--- config.mk ---
export PLATFORM = sky130hd
export DESIGN_NAME = best_sad_accumulator_flat
export DESIGN_NICKNAME = d
export VERILOG_FILES = /design/src/rtl/best_sad_accumulator_if.sv /design/src/rtl/best_sad_accumulator.sv /design/src/flat_wrapper.sv
export SDC_FILE = /design/constraint.sdc
export NUM_CORES = 1
export LEC_CHECK = 0
export ABC_CLOCK_PERIOD_IN_PS = 4600
export CELL_PAD_IN_SITES_DETAIL_PLACEMENT = 1
export CELL_PAD_IN_SITES_GLOBAL_PLACEMENT = 2
export CORE_MARGIN = 2
export CORE_UTILIZATION = 37
export DETAILED_ROUTE_END_ITERATION = 6
export PLACE_DENSITY_LB_ADDON = 0.3
export SLEW_MARGIN = 5
export SYNTH_ARGS = -nofsm -noshare
export SYNTH_HDL_FRONTEND = slang
export SYNTH_SLANG_ARGS = --single-unit
--- constraint.sdc ---
create_clock -name clk -period 4.6 [get_ports clk]
set_input_delay 0.92 -clock clk [delete_from_list [all_inputs] [get_ports clk]]
set_output_delay 0.92 -clock clk [all_outputs]
set_load 0.01 [all_outputs]
--- src/rtl/best_sad_accumulator_if.sv ---
// best_sad_accumulator_if: search control/result bundle; master drives start and cicle results, slave returns status and result
interface best_sad_accumulator_if #(
  parameter int SAD_WIDTH = 16,
  parameter int IDX_WIDTH = 8
);
  logic                 start;
  logic                 sad_valid;
  logic [SAD_WIDTH-1:0] best_sad_cicle;
  logic [2:0]           address_best_sad_cicle;
  logic                 busy;
  logic                 done;
  logic [SAD_WIDTH-1:0] best_sad;
  logic [IDX_WIDTH-1:0] best_index;
  logic                 addr_err;
  modport master (
    output start, sad_valid, best_sad_cicle, address_best_sad_cicle,
    input  busy, done, best_sad, best_index, addr_err
  );
  modport slave (
    input  start, sad_valid, best_sad_cicle, address_best_sad_cicle,
    output busy, done, best_sad, best_index, addr_err
  );
endinterface

--- src/rtl/best_sad_accumulator.sv ---
// best_sad_accumulator: running minimum of per-cicle best SADs over one search; ports clk, rst_n (async low), bus (slave: start/sad_valid/best_sad_cicle/address_best_sad_cicle in; busy/done/best_sad/best_index/addr_err out); optional ZERO_SAD_EXIT_EN ends the search on an accepted zero SAD
module best_sad_accumulator #(
  parameter int SAD_WIDTH  = 16,
  parameter int NUM_CICLES = 8,
  parameter int IDX_WIDTH  = 8
) (
  input logic clk,
  input logic rst_n,
  best_sad_accumulator_if.slave bus
);
  localparam int CW = $clog2(NUM_CICLES) + 1;
  typedef enum logic [1:0] {IDLE, ACCUM, DONE} state_t;
  state_t               state_q, state_d;
  logic [SAD_WIDTH-1:0] run_min_q, run_min_d, best_sad_q, best_sad_d;
  logic [IDX_WIDTH-1:0] run_idx_q, run_idx_d, best_idx_q, best_idx_d;
  logic [CW-1:0]        cnt_q, cnt_d;
  logic                 err_q, err_d;
  logic                 addr_ok, upd, fin;
  logic [SAD_WIDTH-1:0] new_min;
  logic [IDX_WIDTH-1:0] cand_idx, new_idx;
  assign addr_ok  = bus.address_best_sad_cicle <= 3'd5;
  assign cand_idx = IDX_WIDTH'(cnt_q) * IDX_WIDTH'(6) + IDX_WIDTH'(bus.address_best_sad_cicle);
  assign upd      = addr_ok && (bus.best_sad_cicle < run_min_q);
  assign new_min  = upd ? bus.best_sad_cicle : run_min_q;
  assign new_idx  = upd ? cand_idx : run_idx_q;
`ifdef ZERO_SAD_EXIT_EN
  assign fin = (cnt_q == CW'(NUM_CICLES - 1)) || (addr_ok && bus.best_sad_cicle == '0);
`else
  assign fin = cnt_q == CW'(NUM_CICLES - 1);
`endif
  always_comb begin
    state_d    = state_q;
    run_min_d  = run_min_q;
    run_idx_d  = run_idx_q;
    cnt_d      = cnt_q;
    err_d      = err_q;
    best_sad_d = best_sad_q;
    best_idx_d = best_idx_q;
    case (state_q)
      IDLE: if (bus.start) begin
        state_d   = ACCUM;
        run_min_d = '1;
        run_idx_d = '0;
        cnt_d     = '0;
        err_d     = 1'b0;
      end
      ACCUM: if (bus.sad_valid) begin
        run_min_d = new_min;
        run_idx_d = new_idx;
        cnt_d     = cnt_q + 1'b1;
        err_d     = err_q | ~addr_ok;
        if (fin) begin
          state_d    = DONE;
          best_sad_d = new_min;
          best_idx_d = new_idx;
        end
      end
      default: state_d = IDLE;
    endcase
  end
  always_ff @(posedge clk or negedge rst_n) begin
    if (!rst_n) begin
      state_q    <= IDLE;
      run_min_q  <= '0;
      run_idx_q  <= '0;
      cnt_q      <= '0;
      err_q      <= 1'b0;
      best_sad_q <= '0;
      best_idx_q <= '0;
    end else begin
      state_q    <= state_d;
      run_min_q  <= run_min_d;
      run_idx_q  <= run_idx_d;
      cnt_q      <= cnt_d;
      err_q      <= err_d;
      best_sad_q <= best_sad_d;
      best_idx_q <= best_idx_d;
    end
  end
  assign bus.busy       = state_q == ACCUM;
  assign bus.done       = state_q == DONE;
  assign bus.best_sad   = best_sad_q;
  assign bus.best_index = best_idx_q;
  assign bus.addr_err   = err_q;
endmodule

--- src/flat_wrapper.sv ---
// flat-port wrapper written by rule: the top's interface ports become plain ports
module best_sad_accumulator_flat 
#(
  parameter int SAD_WIDTH  = 16,
  parameter int NUM_CICLES = 8,
  parameter int IDX_WIDTH  = 8
)
  (clk, rst_n, bus_start, bus_sad_valid, bus_best_sad_cicle, bus_address_best_sad_cicle, bus_busy, bus_done, bus_best_sad, bus_best_index, bus_addr_err);
  best_sad_accumulator_if #(.SAD_WIDTH(SAD_WIDTH), .IDX_WIDTH(IDX_WIDTH)) bus_i ();
  input logic clk;
  input logic rst_n;
  input wire logic [$bits(bus_i.start)-1:0] bus_start;
  input wire logic [$bits(bus_i.sad_valid)-1:0] bus_sad_valid;
  input wire logic [$bits(bus_i.best_sad_cicle)-1:0] bus_best_sad_cicle;
  input wire logic [$bits(bus_i.address_best_sad_cicle)-1:0] bus_address_best_sad_cicle;
  output wire logic [$bits(bus_i.busy)-1:0] bus_busy;
  output wire logic [$bits(bus_i.done)-1:0] bus_done;
  output wire logic [$bits(bus_i.best_sad)-1:0] bus_best_sad;
  output wire logic [$bits(bus_i.best_index)-1:0] bus_best_index;
  output wire logic [$bits(bus_i.addr_err)-1:0] bus_addr_err;
  assign bus_i.start = bus_start;
  assign bus_i.sad_valid = bus_sad_valid;
  assign bus_i.best_sad_cicle = bus_best_sad_cicle;
  assign bus_i.address_best_sad_cicle = bus_address_best_sad_cicle;
  assign bus_busy = bus_i.busy;
  assign bus_done = bus_i.done;
  assign bus_best_sad = bus_i.best_sad;
  assign bus_best_index = bus_i.best_index;
  assign bus_addr_err = bus_i.addr_err;
  best_sad_accumulator #(.SAD_WIDTH(SAD_WIDTH), .NUM_CICLES(NUM_CICLES), .IDX_WIDTH(IDX_WIDTH)) u_core (.clk(clk), .rst_n(rst_n), .bus(bus_i));
endmodule
==> metrics.md, run 1 <==
| Metric | Value |
|---|---|
| Layout area overhead | 21.6% |
| Syn Area/Cell | 10.5 um2 |
| Reg2reg path depth | 9 |
| Critical Path RT | 4.82 ns |
| Reg2reg end | u_core.run_min_q[0]$_DFFE_PN0P_ |
| Die Y | 94.0 um |
| FF+latch count, synth | 55 |
| Detail Route Antenna Nets | 0 |
| Hold Path Stages | 2 |
| Final Max Slew Viols | 0 |
| Hold_sp | u_core.bus.best_sad[8]$_DFFE_PN0P_ |
| Synth Flop Type | dfrtp_1 |
| DR iter-0 viols | 89 |
| Most frequent cells in the layout | dfrtp_1 (55), clkdlybuf4s50_1 (48), nand2_1 (34) |
| Hold Buf Count CTS | 0 |
| CP arrival | 3.73 ns |
| Number of distinct library cells after synthesis | 42 |
| Design area | 3650 um2 |
| Dpl hpwl | 4990 um |
| Highest Clock Rate | 285 MHz |
| Highest metal used | met4 |
| Max-cap violations | 0 |
| Leading post-synthesis cells by cell area | dfrtp_1 (46%), ha_1 (9.6%), mux2i_1 (7.7%) |
| Sink Count | 55 |
| GPL Wtd Cong | 0.717 |
| Worst-Skew Late Latency | 0.32 ns |
| Worst Max-Slew Pin Slew | 0.647 ns |
| Mapped Area | 3000 um2 |
| Final setup vio count | 0 |
| Vias | 2232 |
| Post-synthesis cell count | 285 |
| Final Net Count | 379 |
| RSZ-0062 raised after global routing | no |
| Worst hold path type | reg2reg |
| PwrDens | 640 nW/um2 |
| Die width | 94.0 um |
| Post-CTS Resized | 0 |
| Most common cell after layout, fill and taps aside | dfrtp_1 |
| EDFF count, synth | 0 |
| Fin cells | 434 |
| Seq/Total Area, Yosys | 0.459 |
| Metal3 WL | 232 um |
| Status | finished clean |
| Initial antenna violation count | 0 |
| Setup Skew | 0.0141 ns |
| DR pass1 iterations | 4 |
| # diodes | 0 |
| First-pass GRT wire length | 11400 um |
| Vias in the first global route | 2304 |
| CTS Buffer Depth | 2 |
| Root Driver | clkbuf_8 |
| Lkg Pwr | 0.00175 uW |
| Share of the synthesized area in the top cell type | 0.459 |
| R2R setup slack | 1.75 ns |
| DR DRC count | 0 |
| Final Critical Period | 3.51 ns |
| CP startpoint | bus_best_sad_cicle[2] |
| CTS clk-pin slew, worst paths | 0.11 ns |
| FF-to-FF Start | u_core.run_min_q[2]$_DFFE_PN0P_ |
| Wire length on met2 | 3240 um |
| Setup bufs post-CTS | 0 |
| Period Utilization, post-route | 0.764 |
| Buffers on Ports | 49 |
| Hold Fails Final Rpt | 0 |
| Met1 WL | 3300 um |
| IO Count | 50 |
| CP startpoint kind | input pin |
| Maximum VDD drop | 269 uV |
| CTS buffer count | 5 |
| CP max FO | 17 |
| Critical path capture point type | flip-flop |
| Setup TNS | 0 ns |
| Yosys top cell by area | dfrtp_1 |
| Syn. warnings | 0 |
| Placed cell area | 3550 um2 |
| DIE AREA | 8840 um2 |
| Ys async rst share | 1.00 |
| Grt ovf | 0 |
| Crit path kind | in2reg |
| Critical path capture point | u_core.run_min_q[0]$_DFFE_PN0P_ |
| Layout cells sized above 1 | 0.0602 |
| Pin count of the biggest net entering global routing | 37 |
| CTS tree | done |
| Fillers | 876 |
| Htree depth | 2 |
| Relative max-transition margin | 0.567 |
| Via-per-instance ratio | 5.14 |
| WL final | 6840 um |
| Routed wire per std cell | 15.8 um |
| DP Cell Count | 426 |
| Core Rows | 32 |
| Synth Net Count | 333 |
| Core box area | 7810 um2 |
| Initial Util | 0.384 |
| Gr usage total | 0.164 |
| Total power | 2330 uW |
[per-stage QoR]
step	util	hold slack [ns]	setup WS, ns
global route	0.467	0.530	0.925
CTS	0.467	0.500	1.03
finish	0.467	0.491	1.09
global placement	0.454	0.467	0.717
floorplan	-	0.455	1.77
detailed placement	0.454	0.474	0.665
[layout make-up]
| cell class | instances | area [um2] | share of cell area |
|---|---|---|---|
| multi-input cells | 196 | 1450 | 0.398 |
| flip-flops and latches | 55 | 1380 | 0.377 |
| repair buffers | 53 | 515 | 0.141 |
| well taps | 102 | 128 | 0.0350 |
| clock buffers | 6 | 82.6 | 0.0226 |
| inverters | 20 | 75.1 | 0.0206 |
| clock inverters | 2 | 16.3 | 0.00446 |
[state kept, by name, summed over array words and instances, names as in the netlist]
register	flops
u_core.bus.best_sad	16
u_core.run_min_q	16
u_core.bus.best_index	8
u_core.run_idx_q	8
u_core.cnt_q	4
u_core.state_q	2
u_core.bus.addr_err	1
[worst min-delay path by stage]
stage / to / slack (ns)
finish: u_core.bus.best_sad[8]$_DFFE_PN0P_ / 0.49
global placement: u_core.bus.best_index[0]$_DFFE_PN0P_ / 0.47
CTS: u_core.bus.best_sad[8]$_DFFE_PN0P_ / 0.50
global route: u_core.bus.best_sad[6]$_DFFE_PN0P_ / 0.53
floorplan: u_core.state_q[0]$_DFFE_PN0P_ / 0.46
detailed placement: u_core.bus.best_sad[8]$_DFFE_PN0P_ / 0.47
[critical path: stages]
cell             delay [ns]
clkdlybuf4s50_1        0.46
ha_1                   0.33
a211o_1                0.29
a31oi_1                0.20
o221ai_2               0.12
a221oi_2               0.22
o211a_1                0.52
nand2_2                0.37
o22a_1                 0.30
[cells by family (layout without fill, tap and decap cells)]
| family | count (synthesis) | in the layout | share of synthesized area |
|---|---|---|---|
| buf+inv | 34 | 81 | 0.0580 |
| fa+ha+maj | 25 | 25 | 0.109 |
| mux | 24 | 24 | 0.0806 |
| flops | 55 | 55 | 0.459 |
| xor+xnor | 7 | 7 | 0.0205 |
| simple gates | 61 | 61 | 0.0902 |
| compound gates | 79 | 79 | 0.182 |
[power breakdown]
part | leakage, uW | switching [uW] | total [uW] | internal [uW]
clock | 0.0000474 | 165 | 289 | 123
combinational | 0.00104 | 642 | 1240 | 593
sequential | 0.000669 | 128 | 810 | 682
[Yosys cell counts (2+ instances only)]
master	count
xor2_1	2
nand3_1	7
a22o_1	7
clkbuf_1	7
dfrtp_1	55
nand2b_1	2
nor2_1	8
o21ai_0	7
mux2i_1	23
nor2b_1	2
o21ai_1	21
inv_1	20
and3_1	2
buf_6	6
a21oi_1	12
nand2_1	34
a2bb2oi_1	15
xnor2_1	5
a21o_1	2
ha_1	23
a31oi_1	2
fa_1	2
o21a_1	2
[per-layer routing]
metal  track usage  vias to the layer above
li1              -                     1092
met1         0.224                     1098
met2         0.270                       35
met3        0.0297                        7
met4        0.0399                        0
met5             0                        -
No activity file was read; power rests on OpenSTA's default activity.
==> run 2, diff against run 1 <==
--- a/config.mk
+++ b/config.mk
@@ -5,11 +5,11 @@
 export SDC_FILE = /design/constraint.sdc
 export NUM_CORES = 1
 export LEC_CHECK = 0
-export ABC_CLOCK_PERIOD_IN_PS = 4600
+export ABC_CLOCK_PERIOD_IN_PS = 3500
 export CELL_PAD_IN_SITES_DETAIL_PLACEMENT = 1
 export CELL_PAD_IN_SITES_GLOBAL_PLACEMENT = 2
 export CORE_MARGIN = 2
-export CORE_UTILIZATION = 37
+export CORE_UTILIZATION = 34
 export DETAILED_ROUTE_END_ITERATION = 6
 export PLACE_DENSITY_LB_ADDON = 0.3
 export SLEW_MARGIN = 5
==> constraint.sdc (replaced) <==
create_clock -name clk -period 3.5 [get_ports clk]
set_input_delay 0.7 -clock clk [delete_from_list [all_inputs] [get_ports clk]]
set_output_delay 0.7 -clock clk [all_outputs]
set_load 0.01 [all_outputs]
==> run 2 against run 1 <==
First-iteration DRC count decreased by 40%; sequential power increased by 31%; worst setup slack got worse by 0.74 ns; clock skew decreased by 0.0071 ns; register-to-register slack got worse by 0.94 ns; utilization decreased by 3.8 points; cell area increased by 1.5%; power increased by 33%; final cell count increased by 3.0%; highest routed layer unchanged.
==> metrics.md, run 2 (same netlist as run 1, synthesis figures left out) <==
| Metric | Value |
|---|---|
| Status | finished clean |
| Critical path capture point type | flip-flop |
| Die width | 97.9 um (+4.1%) |
| Vias | 2229 (-0.13%) |
| Logic pwr share | 0.544 (+0.015) |
| DR pass1 iterations | 2 (-2) |
| Initial antenna violation count | 0 (unchanged) |
| PwrDens | 839 nW/um2 (+31%) |
| Pint | 1870 uW (+34%) |
| Reg2reg path depth | 10 (+1) |
| Initial Util | 0.347 (-0.0368) |
| CTS buffer count | 5 (unchanged) |
| Htree depth | 2 (unchanged) |
| CP max FO | 17 (unchanged) |
| CTS tree | done |
| Layout area overhead | 23.5% |
| # diodes | 0 (unchanged) |
| Lkg Pwr | 0.00178 uW (+1.9%) |
| Post-CTS Resized | 0 (unchanged) |
| Final Max Slew Viols | 0 (unchanged) |
| Vias in the first global route | 2367 (+2.7%) |
| Buffers on Ports | 49 (unchanged) |
| Setup Skew | 0.00705 ns (-0.00708 ns) |
| Fillers | 977 (+12%) |
| Most common cell after layout, fill and taps aside | dfrtp_1 |
| Sequential Power Share | 0.341 (-0.006) |
| Total power | 3100 uW (+33%) |
| Period Utilization, post-route | 0.902 |
| DR DRC count | 0 (unchanged) |
| WL final | 6760 um (-1.2%) |
| Dpl hpwl | 5040 um (+1.2%) |
| Via-per-instance ratio | 4.99 (-3.0%) |
| Maximum VDD drop | 343 uV (+28%) |
| Final Net Count | 386 (+1.8%) |
| Switching share of power | 0.397 (-0.00341) |
| DR iter-0 viols | 53 (-40%) |
| Crit path kind | in2reg |
| Most frequent cells in the layout | dfrtp_1 (55), clkdlybuf4s50_1 (48), nand2_1 (34) |
| CTS clk-pin slew, worst paths | 0.10 ns (about the same) |
| Core Rows | 34 (+6.3%) |
| Worst hold path type | in2async |
| Psw | 1230 uW (+32%) |
| Worst-Skew Late Latency | 0.32 ns (about the same) |
| CTS Buffer Depth | 2 (unchanged) |
| Worst Max-Slew Pin Slew | 0.643 ns (-0.00473 ns) |
| Die Y | 97.9 um (+4.1%) |
| Grt ovf | 0 (unchanged) |
| CP arrival | 3.37 ns (-0.36 ns) |
| Gr usage total | 0.149 (-0.0147) |
| Core box area | 8640 um2 (+11%) |
| Layout cells sized above 1 | 0.0737 (+0.0135) |
| Hold Fails Final Rpt | 0 (unchanged) |
| Highest Clock Rate | 317 MHz |
| Sink Count | 55 (unchanged) |
| Final setup vio count | 0 (unchanged) |
| Max-cap violations | 0 (unchanged) |
| Pin count of the biggest net entering global routing | 30 (-19%) |
| Routed wire per std cell | 15.1 um (-4.1%) |
| GPL Wtd Cong | 0.750 (+4.6%) |
| DIE AREA | 9580 um2 (+8.4%) |
| Clock share of power | 0.115 (-0.009) |
| IO Count | 50 (unchanged) |
| Hold Buf Count CTS | 0 (unchanged) |
| Root Driver | clkbuf_8 |
| Detail Route Antenna Nets | 0 (unchanged) |
| CP startpoint kind | input pin |
| First-pass GRT wire length | 11600 um (+1.9%) |
| Finished Core Util | 0.429 (-0.0384) |
| RSZ-0062 raised after global routing | no |
| Critical Path RT | 3.71 ns (-1.11 ns) |
| Setup bufs post-CTS | 0 (unchanged) |
| Relative max-transition margin | 0.572 (+0.00479) |
| Final Critical Period | 3.16 ns |
[run 2: layer usage]
layer | GRT usage | part of all wire | vias up
li1 | - | - | 1100
met1 | 0.200 | 0.48 | 1092
met2 | 0.246 | 0.47 | 31
met3 | 0.0322 | 0.036 | 6
met4 | 0.0385 | 0.012 | 0
met5 | 0 | 0 | -
[run 2: power groups by stage]
stage	registers [uW]	logic (uW)	clock network, uW
final	1060	1690	357
after global routing	1100	1900	398
after CTS	1060	1720	368
after detailed placement	1080	1710	0
after global placement	1070	1680	0
after floorplan	1100	1080	0
[run 2: layout make-up]
class,count,area (um2),share of cell area
flip-flops and latches,55,1380,0.372
clock buffers,7,76.3,0.0206
repair buffers,60,581,0.157
inverters,20,75.1,0.0203
multi-input cells,196,1450,0.392
well taps,108,135,0.0365
clock inverters,1,5.00,0.00135
[run 2: final timing paths]
path / startpoint / end / slack [ns]
max: bus_best_sad_cicle[2] / u_core.run_min_q[0]$_DFFE_PN0P_ / 0.34
min: rst_n / u_core.bus.best_sad[1]$_DFFE_PN0P_ / 0.39
max reg2reg: u_core.run_min_q[2]$_DFFE_PN0P_ / u_core.run_min_q[0]$_DFFE_PN0P_ / 0.81
min reg2reg: u_core.bus.best_sad[8]$_DFFE_PN0P_ / u_core.bus.best_sad[8]$_DFFE_PN0P_ / 0.49
max in group asynchronous: rst_n / u_core.bus.best_sad[14]$_DFFE_PN0P_ / 2.28
min in group clk: u_core.bus.best_sad[8]$_DFFE_PN0P_ / u_core.bus.best_sad[8]$_DFFE_PN0P_ / 0.49
[run 2: stage by stage]
step	setup WS (ns)	area [um2]	std cells	hold slack (ns)	TNS (ns)
after floorplan	0.893	3000	285	0.404	0
after global placement	0.0435	3620	439	0.466	0
after detailed placement	-0.0523	3620	439	0.474	-0.0523
after CTS	0.295	3700	447	0.415	0
after global routing	0.141	3700	447	0.424	0
final	0.344	3700	447	0.393	0
[run 2: worst max-delay path: stages]
cell and delay, ns:
clkdlybuf4s50_1 0.45, ha_1 0.33, a211o_1 0.29, a31oi_1 0.19, o221ai_2 0.13, a221oi_2 0.23, o211a_1 0.35, buf_4 0.19
nand2_2 0.23, o22a_1 0.29
==> run 3, diff against run 2 <==
--- a/config.mk
+++ b/config.mk
@@ -6,10 +6,8 @@
 export NUM_CORES = 1
 export LEC_CHECK = 0
 export ABC_CLOCK_PERIOD_IN_PS = 3500
-export CELL_PAD_IN_SITES_DETAIL_PLACEMENT = 1
-export CELL_PAD_IN_SITES_GLOBAL_PLACEMENT = 2
 export CORE_MARGIN = 2
-export CORE_UTILIZATION = 34
+export CORE_UTILIZATION = 50
 export DETAILED_ROUTE_END_ITERATION = 6
 export PLACE_DENSITY_LB_ADDON = 0.3
 export SLEW_MARGIN = 5
==> constraint.sdc (replaced) <==
create_clock -name clk -period 3.5 [get_ports clk]
set_input_delay 0.7 -clock clk [delete_from_list [all_inputs] [get_ports clk]]
set_output_delay 0.7 -clock clk [all_outputs]
set_load 0.005 [all_outputs]
==> run 3 against run 2 <==
Worst hold slack improved by 0.025 ns; first-iteration DRC count rose by 110%; sequential share of layout area rose by 0.41 points; fmax rose by 3.4%; power fell by 1.6%; worst setup slack improved by 0.11 ns; via count fell by 1.1%; largest power group unchanged.
==> metrics.md, run 3 (same netlist as run 1, synthesis figures left out) <==
| Metric | Value |
|---|---|
| Relative max-transition margin | 0.542 (-0.0299) |
| Worst path cell trace | clkdlybuf4s50_1 -> ha_1 -> nand2_1 -> or3_1 -> o221ai_2 -> a221oi_2 -> o211a_1 -> o21ai_4 -> a2bb2oi_1 |
| Root Driver | clkbuf_8 |
| Final setup vio count | 0 (unchanged) |
| Initial Util | 0.512 (+0.165) |
| Die Y | 81.4 um (-17%) |
| RSZ-0062 raised after global routing | no |
| Most common cell after layout, fill and taps aside | dfrtp_1 |
| CTS Buffer Depth | 2 (unchanged) |
| Most frequent cells in the layout | dfrtp_1 (55), clkdlybuf4s50_1 (48), nand2_1 (34) |
| Pin count of the biggest net entering global routing | 39 (+30%) |
| DR iter-0 viols | 109 (+110%) |
| Setup TNS | 0 ns (unchanged) |
| Setup WS pre-CTS | 0.0877 ns (+0.140 ns) |
| Critical path capture point type | flip-flop |
| Vias | 2204 (-1.1%) |
| Maximum VDD drop | 353 uV (+2.9%) |
| Vias in the first global route | 2130 (-10%) |
| PwrDens | 835 nW/um2 (-0.47%) |
| First-pass GRT wire length | 10100 um (-14%) |
| CP arrival | 3.22 ns (-0.15 ns) |
| Via-per-instance ratio | 5.38 (+7.8%) |
| Final Net Count | 382 (-1.0%) |
| DP Cell Count | 402 (-8.4%) |
| Initial antenna violation count | 0 (unchanged) |
| Fin cells | 410 (-8.3%) |
| GPL Wtd Cong | 0.796 (+6.2%) |
| Highest Clock Rate | 328 MHz (+3.4%) |
| Max-cap violations | 0 (unchanged) |
| Hold Fails Final Rpt | 0 (unchanged) |
| WL final | 5940 um (-12%) |
| Status | finished clean |
| Core box area | 5850 um2 (-32%) |
| Routed wire per std cell | 14.5 um (-4.2%) |
| Buffers on Ports | 49 (unchanged) |
| Fillers | 493 (-50%) |
| CP peak stage delay | 0.54 ns (+0.09 ns) |
| Detail Route Antenna Nets | 0 (unchanged) |
| Reg2reg path depth | 9 (-1) |
| Htree depth | 2 (unchanged) |
| Crit path kind | in2reg |
| Worst Max-Slew Pin Slew | 0.687 ns (+0.0449 ns) |
| Post-CTS Resized | 0 (unchanged) |
| Grt ovf | 0 (unchanged) |
| Hold Buf Count CTS | 0 (unchanged) |
| IO Count | 50 (unchanged) |
| DR DRC count | 0 (unchanged) |
| Crit path depth | 9 (-1) |
| Worst-Skew Late Latency | 0.31 ns (about the same) |
| CP max FO | 22 (+5) |
| Total power | 3060 uW (-1.6%) |
| Sink Count | 55 (unchanged) |
| Die width | 81.4 um (-17%) |
| Slack of the critical path | 0.449 ns (+0.105 ns) |
| DIE AREA | 6630 um2 (-31%) |
| Dpl hpwl | 4370 um (-13%) |
| Period Utilization, post-route | 0.872 (-0.0300) |
| Layout cells sized above 1 | 0.0657 (-0.00807) |
| Lkg Pwr | 0.00179 uW (about the same) |
| CP startpoint kind | input pin |
| Gr usage total | 0.199 (+0.0500) |
| CTS clk-pin slew, worst paths | 0.10 ns (about the same) |
| Final Max Slew Viols | 0 (unchanged) |
| Worst path top cell family by delay | compound AO/OA/AOI/OAI gates |
| Worst hold path type | in2async |
| Worst path buffer plus inverter count | 1 (-1) |
| Core Rows | 28 (-18%) |
| Layout area overhead | 22.1% |
| DR pass1 iterations | 4 (+2) |
| # diodes | 0 (unchanged) |
| Slowest-stage cell, CP | o21ai_4 |
| CTS tree | done |
| Setup bufs post-CTS | 0 (unchanged) |
| Critical Path RT | 3.67 ns (-0.04 ns) |
| Setup Skew | 0.00712 ns (+0.0000610 ns) |
| Final Critical Period | 3.05 ns (-0.105 ns) |
| CTS buffer count | 5 (unchanged) |
## run 3: changes by cell type in the layout (fill, tap and decap cells not counted)
cell	delta
buf_4	-4
bufinv_16	+1
clkbuf_1	-2
clkbuf_8	+1
nand3_1	+1
nand3_2	-1
## run 3: power breakdown
part           internal, uW  switching [uW]  total [uW]
Clock                   232             209         441
Combinational           793             763        1560
Sequential              896             163        1060
## run 3: worst paths after layout
check                                                      from                                    to  slack [ns]
setup / recovery                          bus_best_sad_cicle[5]       u_core.run_min_q[5]$_DFFE_PN0P_        0.45
hold / removal                                            rst_n  u_core.bus.best_index[0]$_DFFE_PN0P_        0.42
setup reg to reg                u_core.run_min_q[5]$_DFFE_PN0P_       u_core.run_min_q[5]$_DFFE_PN0P_        0.92
hold reg to reg            u_core.bus.best_index[5]$_DFFE_PN0P_  u_core.bus.best_index[5]$_DFFE_PN0P_        0.49
max in group asynchronous                                 rst_n       u_core.run_idx_q[7]$_DFFE_PN0P_        2.27
min in group clk           u_core.bus.best_index[5]$_DFFE_PN0P_  u_core.bus.best_index[5]$_DFFE_PN0P_        0.49
## run 3: per-stage QoR
step | util | hold WS, ns | area (um2)
finish | 0.626 | 0.417 | 3660
floorplan | - | 0.404 | 3000
detailed placement | 0.606 | 0.477 | 3540
global placement | 0.606 | 0.466 | 3540
global route | 0.626 | 0.473 | 3660
CTS | 0.626 | 0.439 | 3660
## run 3: final cells by class
cell class              instances  area [um2]  area share
inverters                      20        75.1      0.0205
flip-flops and latches         55        1380       0.376
repair buffers                 56         551       0.150
clock buffers                   6        82.6      0.0226
multi-input cells             196        1450       0.395
clock inverters                 2        35.0     0.00957
well taps                      75        93.8      0.0256
## run 3: layer usage
metal  GRT usage  wire (um)  up-vias
met5           0          0        -
met4      0.0627         81        0
met3      0.0385        242        6
met2       0.316       2800       41
met1       0.277       2810     1054
li1            -          -     1103
==> patch 1: new RTL, config.mk and constraints of run 3 <==
Make the reset (`rst_n`) synchronous in one clocked block. Comments in the files are not updated.
--- a/src/rtl/best_sad_accumulator.sv
+++ b/src/rtl/best_sad_accumulator.sv
@@ -60,3 +60,3 @@
   end
-  always_ff @(posedge clk or negedge rst_n) begin
+  always_ff @(posedge clk) begin
     if (!rst_n) begin
Check against the original RTL: differs if rst_n is asserted again (counterexample within 4 cycles, from zero or initial values and one cycle with rst_n low); with rst_n held inactive, the same outputs for 10 cycles.
==> patch 1 against run 3 <==
  * Via count up 14%
  * Count of clock-buffer cells in the layout fell by 1
  * Sequential cell count is the same
  * Setup slack better by 0.15 ns
  * Cell count increased by 9.3%
  * Critical path depth did not move
  * Area after synthesis increased by 2.3%
  * Cell area up 0.44%
  * Wire length up 11%
  * Die area is 2.1% higher
Power is not compared: it rests on default switching activity, and its combinational part moved more than twofold at a synthesized area within 25%.
==> patch 1: results (changes against run 3) <==
- The global-route wire length before repair was 11200 um (+11%).
- The flow ran to the end, and the final reports show no timing, DRC or antenna violations.
- The post-cts repair resize count is 0 (unchanged).
- The starting DRC count in detailed routing was 176 (+61%).
- The fraction of layout cells with a size suffix above 1 was 0.161 (+0.0952).
- The data arrival time at the worst-slack endpoint is 3.10 ns (-0.12 ns).
- The clock transition at the registers of the reported paths is 0.11 ns.
- In this run the static leakage power is 0.00143 uW.
- The total length of routed met2 wires came to 2990 um (+6.6%).
- The maximum fanout encountered on the critical timing path is 19 (-14%).
- The H-tree depth is 2 (unchanged).
- The global placer's final weighted congestion is 0.797 (about the same).
- The global-route met1 utilization is 0.303 (+0.0265).
- The first-pass iteration count of the detailed router is 4 (unchanged).
- The vias after detailed routing is 2505 (+14%).
- The wire length on met3 is 290 um (+20%).
- The later pin in the worst-skew pair is clocked with a latency of 0.32 ns.
- The worst-case IR drop observed on VDD is 171 uV.
- The number of nets in the final layout came to 420 (+9.9%).
- The HPWL after detailed placement is 4590 um (+5.0%).
- The number of CTS-inserted buffers is 5 (unchanged).
- By area the synthesized netlist is led by sky130_fd_sc_hd__dfxtp_1 (36%), sky130_fd_sc_hd__ha_1 (9.4%), sky130_fd_sc_hd__o221a_2 (5.5%), sky130_fd_sc_hd__o21ai_0 (4.6%), sky130_fd_sc_hd__nand2_1 (4.0%).
- The number of buffers on the longest clock path is 2 (unchanged).
- The sequential element share of the synthesized area came to 0.359 (-0.0999).
- The met3 usage in global routing is 0.0413 (+0.00284).
- The count of input and output buffers is 49 (unchanged).
- Signal routing reaches up to met4.
- The global-route total usage across every layer came to 0.211 (+0.0117).
- The clock skew came to 0.0121 ns (+0.00499 ns).
- The predominant post-synthesis flop cell is sky130_fd_sc_hd__dfxtp_1.
- The number of antenna violations at the first check in global routing came to 0 (unchanged).
- The number of different library cells in the post-synthesis netlist is 51 (+21%).
- The total nets after synthesis was 379 (+14%).
- The number of global-route vias before repair is 2351 (+10%).
- The adder-cell share of the synthesized area came to 0.107 (-0.00241).
- The clock tree root driver cell is sky130_fd_sc_hd__clkbuf_8.
- The fraction of the mapped netlist area in compound gates came to 0.243 (+0.0609).
- The count of inserted antenna diode cells is 0 (unchanged).
- The met1 routed wirelength after detailed routing was 3270 um (+16%).
- The pin count of the biggest net entering global routing came to 60 (+54%).
- The total wire length is 6610 um (+11%).
- The yosys synthesis warning count is 0 (unchanged).
- The worst slew margin relative to its limit was 0.373 (-0.169).
- The type of the worst min-delay path is register to register.
- The post-CTS setup buffer count is 0 (unchanged).
- The count of final setup violators came to 0 (unchanged).
- The met2 global-route usage is 0.327 (+0.0110).
- The filler cell count was 518 (+5.1%).
- Sorting the synthesized cells by how often they occur yields sky130_fd_sc_hd__dfxtp_1 (55), sky130_fd_sc_hd__nand2_1 (33), sky130_fd_sc_hd__o21ai_0 (28).
- The multiplexer area fraction after synthesis is 0.0429 (-0.0377).
- The post-synthesis share of cell area spent on xor and xnor gates was 0.0143 (-0.00617).
- The post-synthesis async set-or-reset flop share is 0 (-1.00).
-- patch 1: cell types whose count changed in the layout (fill, tap and decap cells not counted), moves of 8 or more --
| cell | before | now |
|---|---|---|
| sky130_fd_sc_hd__a21oi_1 | 12 | 22 |
| sky130_fd_sc_hd__a211oi_2 | 0 | 8 |
| sky130_fd_sc_hd__mux2i_1 | 23 | 12 |
| sky130_fd_sc_hd__o221a_2 | 0 | 15 |
| sky130_fd_sc_hd__o21ai_1 | 21 | 0 |
| sky130_fd_sc_hd__dfrtp_1 | 55 | 0 |
| sky130_fd_sc_hd__nor2_1 | 8 | 16 |
| sky130_fd_sc_hd__a2bb2oi_1 | 15 | 0 |
| sky130_fd_sc_hd__o21ai_0 | 7 | 28 |
| sky130_fd_sc_hd__dfxtp_1 | 0 | 55 |
-- patch 1: final timing paths --
path,slack (ns),end,from,depth (start not counted)
worst min-delay path,0.47,u_core.run_idx_q[6]$_SDFFE_PN0P_,u_core.run_idx_q[6]$_SDFFE_PN0P_,2
worst max register to register,1.01,u_core.run_idx_q[6]$_SDFFE_PN0P_,u_core.cnt_q[0]$_SDFFE_PN0P_,7
worst max-delay path,0.60,u_core.bus.best_index[1]$_SDFFE_PN0P_,bus_best_sad_cicle[15],9
worst min register to register,0.47,u_core.run_idx_q[6]$_SDFFE_PN0P_,u_core.run_idx_q[6]$_SDFFE_PN0P_,2
-- patch 1: report_power, final --
group	leakage [uW]	switching (uW)	internal, uW
clock	0.0000463	229	147
combinational	0.000938	136	115
sequential	0.000448	18.3	649
-- patch 1: stage by stage --
| step | instance area, um^2 | instances | setup WS, ns | hold slack, ns | power [uW] |
|---|---|---|---|---|---|
| after floorplan | 3070 | 331 | 1.17 | 0.439 | 865 |
| after global placement | 3580 | 440 | 0.334 | 0.451 | 924 |
| after detailed placement | 3580 | 440 | 0.282 | 0.460 | 930 |
| after CTS | 3680 | 448 | 0.605 | 0.477 | 1310 |
| after global routing | 3680 | 448 | 0.482 | 0.492 | 1360 |
| final | 3680 | 448 | 0.601 | 0.475 | 1290 |
-- patch 1: worst max-delay path, stage by stage --
cell and delay (ns):
sky130_fd_sc_hd__clkdlybuf4s50_1 0.47, sky130_fd_sc_hd__ha_1 0.38, sky130_fd_sc_hd__nand4_2 0.17, sky130_fd_sc_hd__nor2_4 0.16, sky130_fd_sc_hd__nand3_2 0.12, sky130_fd_sc_hd__o21ai_4 0.38, sky130_fd_sc_hd__buf_4 0.36, sky130_fd_sc_hd__mux2i_1 0.26
sky130_fd_sc_hd__a21oi_1 0.09
-- patch 1: area by class of cell --
cell class,count,area (um^2),area share
flip-flops and latches,55,1100,0.299
well taps,75,93.8,0.0255
multi-input cells,236,1760,0.480
inverters,17,63.8,0.0174
repair buffers,57,558,0.152
clock inverters,3,27.5,0.00749
clock buffers,5,68.8,0.0187
==> patch 2: new RTL, config.mk and constraints of run 3 <==
Made on the original files. Build with the macro `ZERO_SAD_EXIT_EN` defined.
--- a/src/rtl/best_sad_accumulator.sv
+++ b/src/rtl/best_sad_accumulator.sv
@@ -1,2 +1,4 @@
 // best_sad_accumulator: running minimum of per-cicle best SADs over one search; ports clk, rst_n (async low), bus (slave: start/sad_valid/best_sad_cicle/address_best_sad_cicle in; busy/done/best_sad/best_index/addr_err out); optional ZERO_SAD_EXIT_EN ends the search on an accepted zero SAD
+`define ZERO_SAD_EXIT_EN
+
 module best_sad_accumulator #(
Function: changed (Yosys sat finds a counterexample within 4 cycles, from zero or initial values and one cycle with rst_n low).
==> patch 2 against run 3 <==
  * Wire length increased by 9.5%
  * Area after synthesis grew 1.2%
  * Count of clock-buffer cells in the layout is 1 lower
  * Fmax is 0.13% lower
  * Power grew 11%
  * Cell area up 2.8%
  * Sequential cell count did not move
  * Utilization increased by 1.4 points
  * Clock skew up 0.0030 ns
  * Combinational power increased by 12%
  * Setup slack worse by 0.0041 ns
  * Cell count up 4.1%
  * Critical path type unchanged
  * Largest power group unchanged
  * Highest routed layer unchanged
==> patch 2: results (changes against run 3) <==
- The flow ran to the end, and the final reports show no timing, DRC or antenna violations.
- The HPWL after detailed placement is 4690 um (+7.2%).
- The global-route total usage across every layer is 0.205 (+0.00605).
- The post-detailed-route via-to-cell ratio is 5.57 (+3.6%).
- The worst register-to-register path ends at u_core.bus.best_index[6]$_DFFE_PN0P_.
- The cell count of the worst reg-to-reg path is 7 (-2).
- The total length of routed met2 wires is 2980 um (+6.4%).
- The global-route met1 utilization is 0.299 (+0.0224).
- The fraction of the mapped netlist area in compound gates is 0.187 (+0.00449).
- The total wire length is 6500 um (+9.5%).
- The multiplexer area fraction after synthesis is 0.0792 (-0.00134).
- Following the worst setup path forward leads to its endpoint at u_core.run_min_q[11]$_DFFE_PN0P_.
- The number of global-route vias before repair came to 2257 (+6.0%).
- The global-route wire length before repair is 10600 um (+5.6%).
- The fraction of layout cells with a size suffix above 1 came to 0.0597 (-0.00601).
- The launching point of the worst reg2reg path is u_core.cnt_q[0]$_DFFE_PN0P_.
- The wire length on met3 is 216 um (-11%).
- The maximum fanout encountered on the critical timing path was 9 (-59%).
- The internal reg-to-reg setup slack is 0.89 ns (-0.03 ns).
- The setup slack of the critical path after layout is 0.445 ns (-0.00407 ns).
- The commonest cells after synthesis are sky130_fd_sc_hd__dfrtp_1 (55), sky130_fd_sc_hd__nand2_1 (34), sky130_fd_sc_hd__o21ai_0 (30).
- The number of nets in the final layout is 399 (+4.5%).
- The design internal power was 2110 uW (+9.6%).
- The adder-cell share of the synthesized area is 0.108 (-0.00126).
- The transition at the pin with the smallest max-transition slack was 0.768 ns (+0.0809 ns).
- The leakage power total is 0.00176 uW (-1.7%).
==> patch 2: layout make-up <==
class                      instances  share of cell area
clock buffer                       5              0.0183
clock inverter                     3              0.0179
inverter                          28              0.0279
multi-input combinational        202               0.393
sequential                        55               0.366
tap                               75              0.0249
timing repair buffer              59               0.152
==> patch 2: power by group through the flow <==
stage | sequential [uW] | clock (uW) | combinational (uW)
global route | 1180 | 532 | 1940
floorplan | 1120 | 0 | 1120
CTS | 1140 | 513 | 1750
finish | 1140 | 509 | 1740
detailed placement | 1150 | 0 | 1730
global placement | 1130 | 0 | 1670
==> patch 2: kinds of logic after synthesis <==
family | after synthesis
muxes | 24
xor gates and xnor gates | 6
adders and majority gates | 25
and+or+nand+nor | 64
AOI/OAI and AO/OA | 83
buffers and inverters | 42
DFF | 55
==> patch 2: per-stage QoR <==
stage | instance area, um^2 | hold WS, ns | instances | total power (uW)
after floorplan | 3030 | 0.404 | 299 | 2240
after global placement | 3630 | 0.460 | 419 | 2800
after detailed placement | 3630 | 0.469 | 419 | 2880
after CTS | 3760 | 0.482 | 427 | 3390
after global routing | 3760 | 0.516 | 427 | 3650
final | 3760 | 0.447 | 427 | 3380
==> patch 2: critical path, cell delays in order <==
cell and delay, ns:
sky130_fd_sc_hd__clkdlybuf4s50_1 0.47, sky130_fd_sc_hd__ha_1 0.34, sky130_fd_sc_hd__a21o_1 0.18, sky130_fd_sc_hd__a21o_1 0.17, sky130_fd_sc_hd__a221o_1 0.35, sky130_fd_sc_hd__a211o_1 0.32, sky130_fd_sc_hd__or3_1 0.33, sky130_fd_sc_hd__buf_4 0.19
sky130_fd_sc_hd__o22a_1 0.20
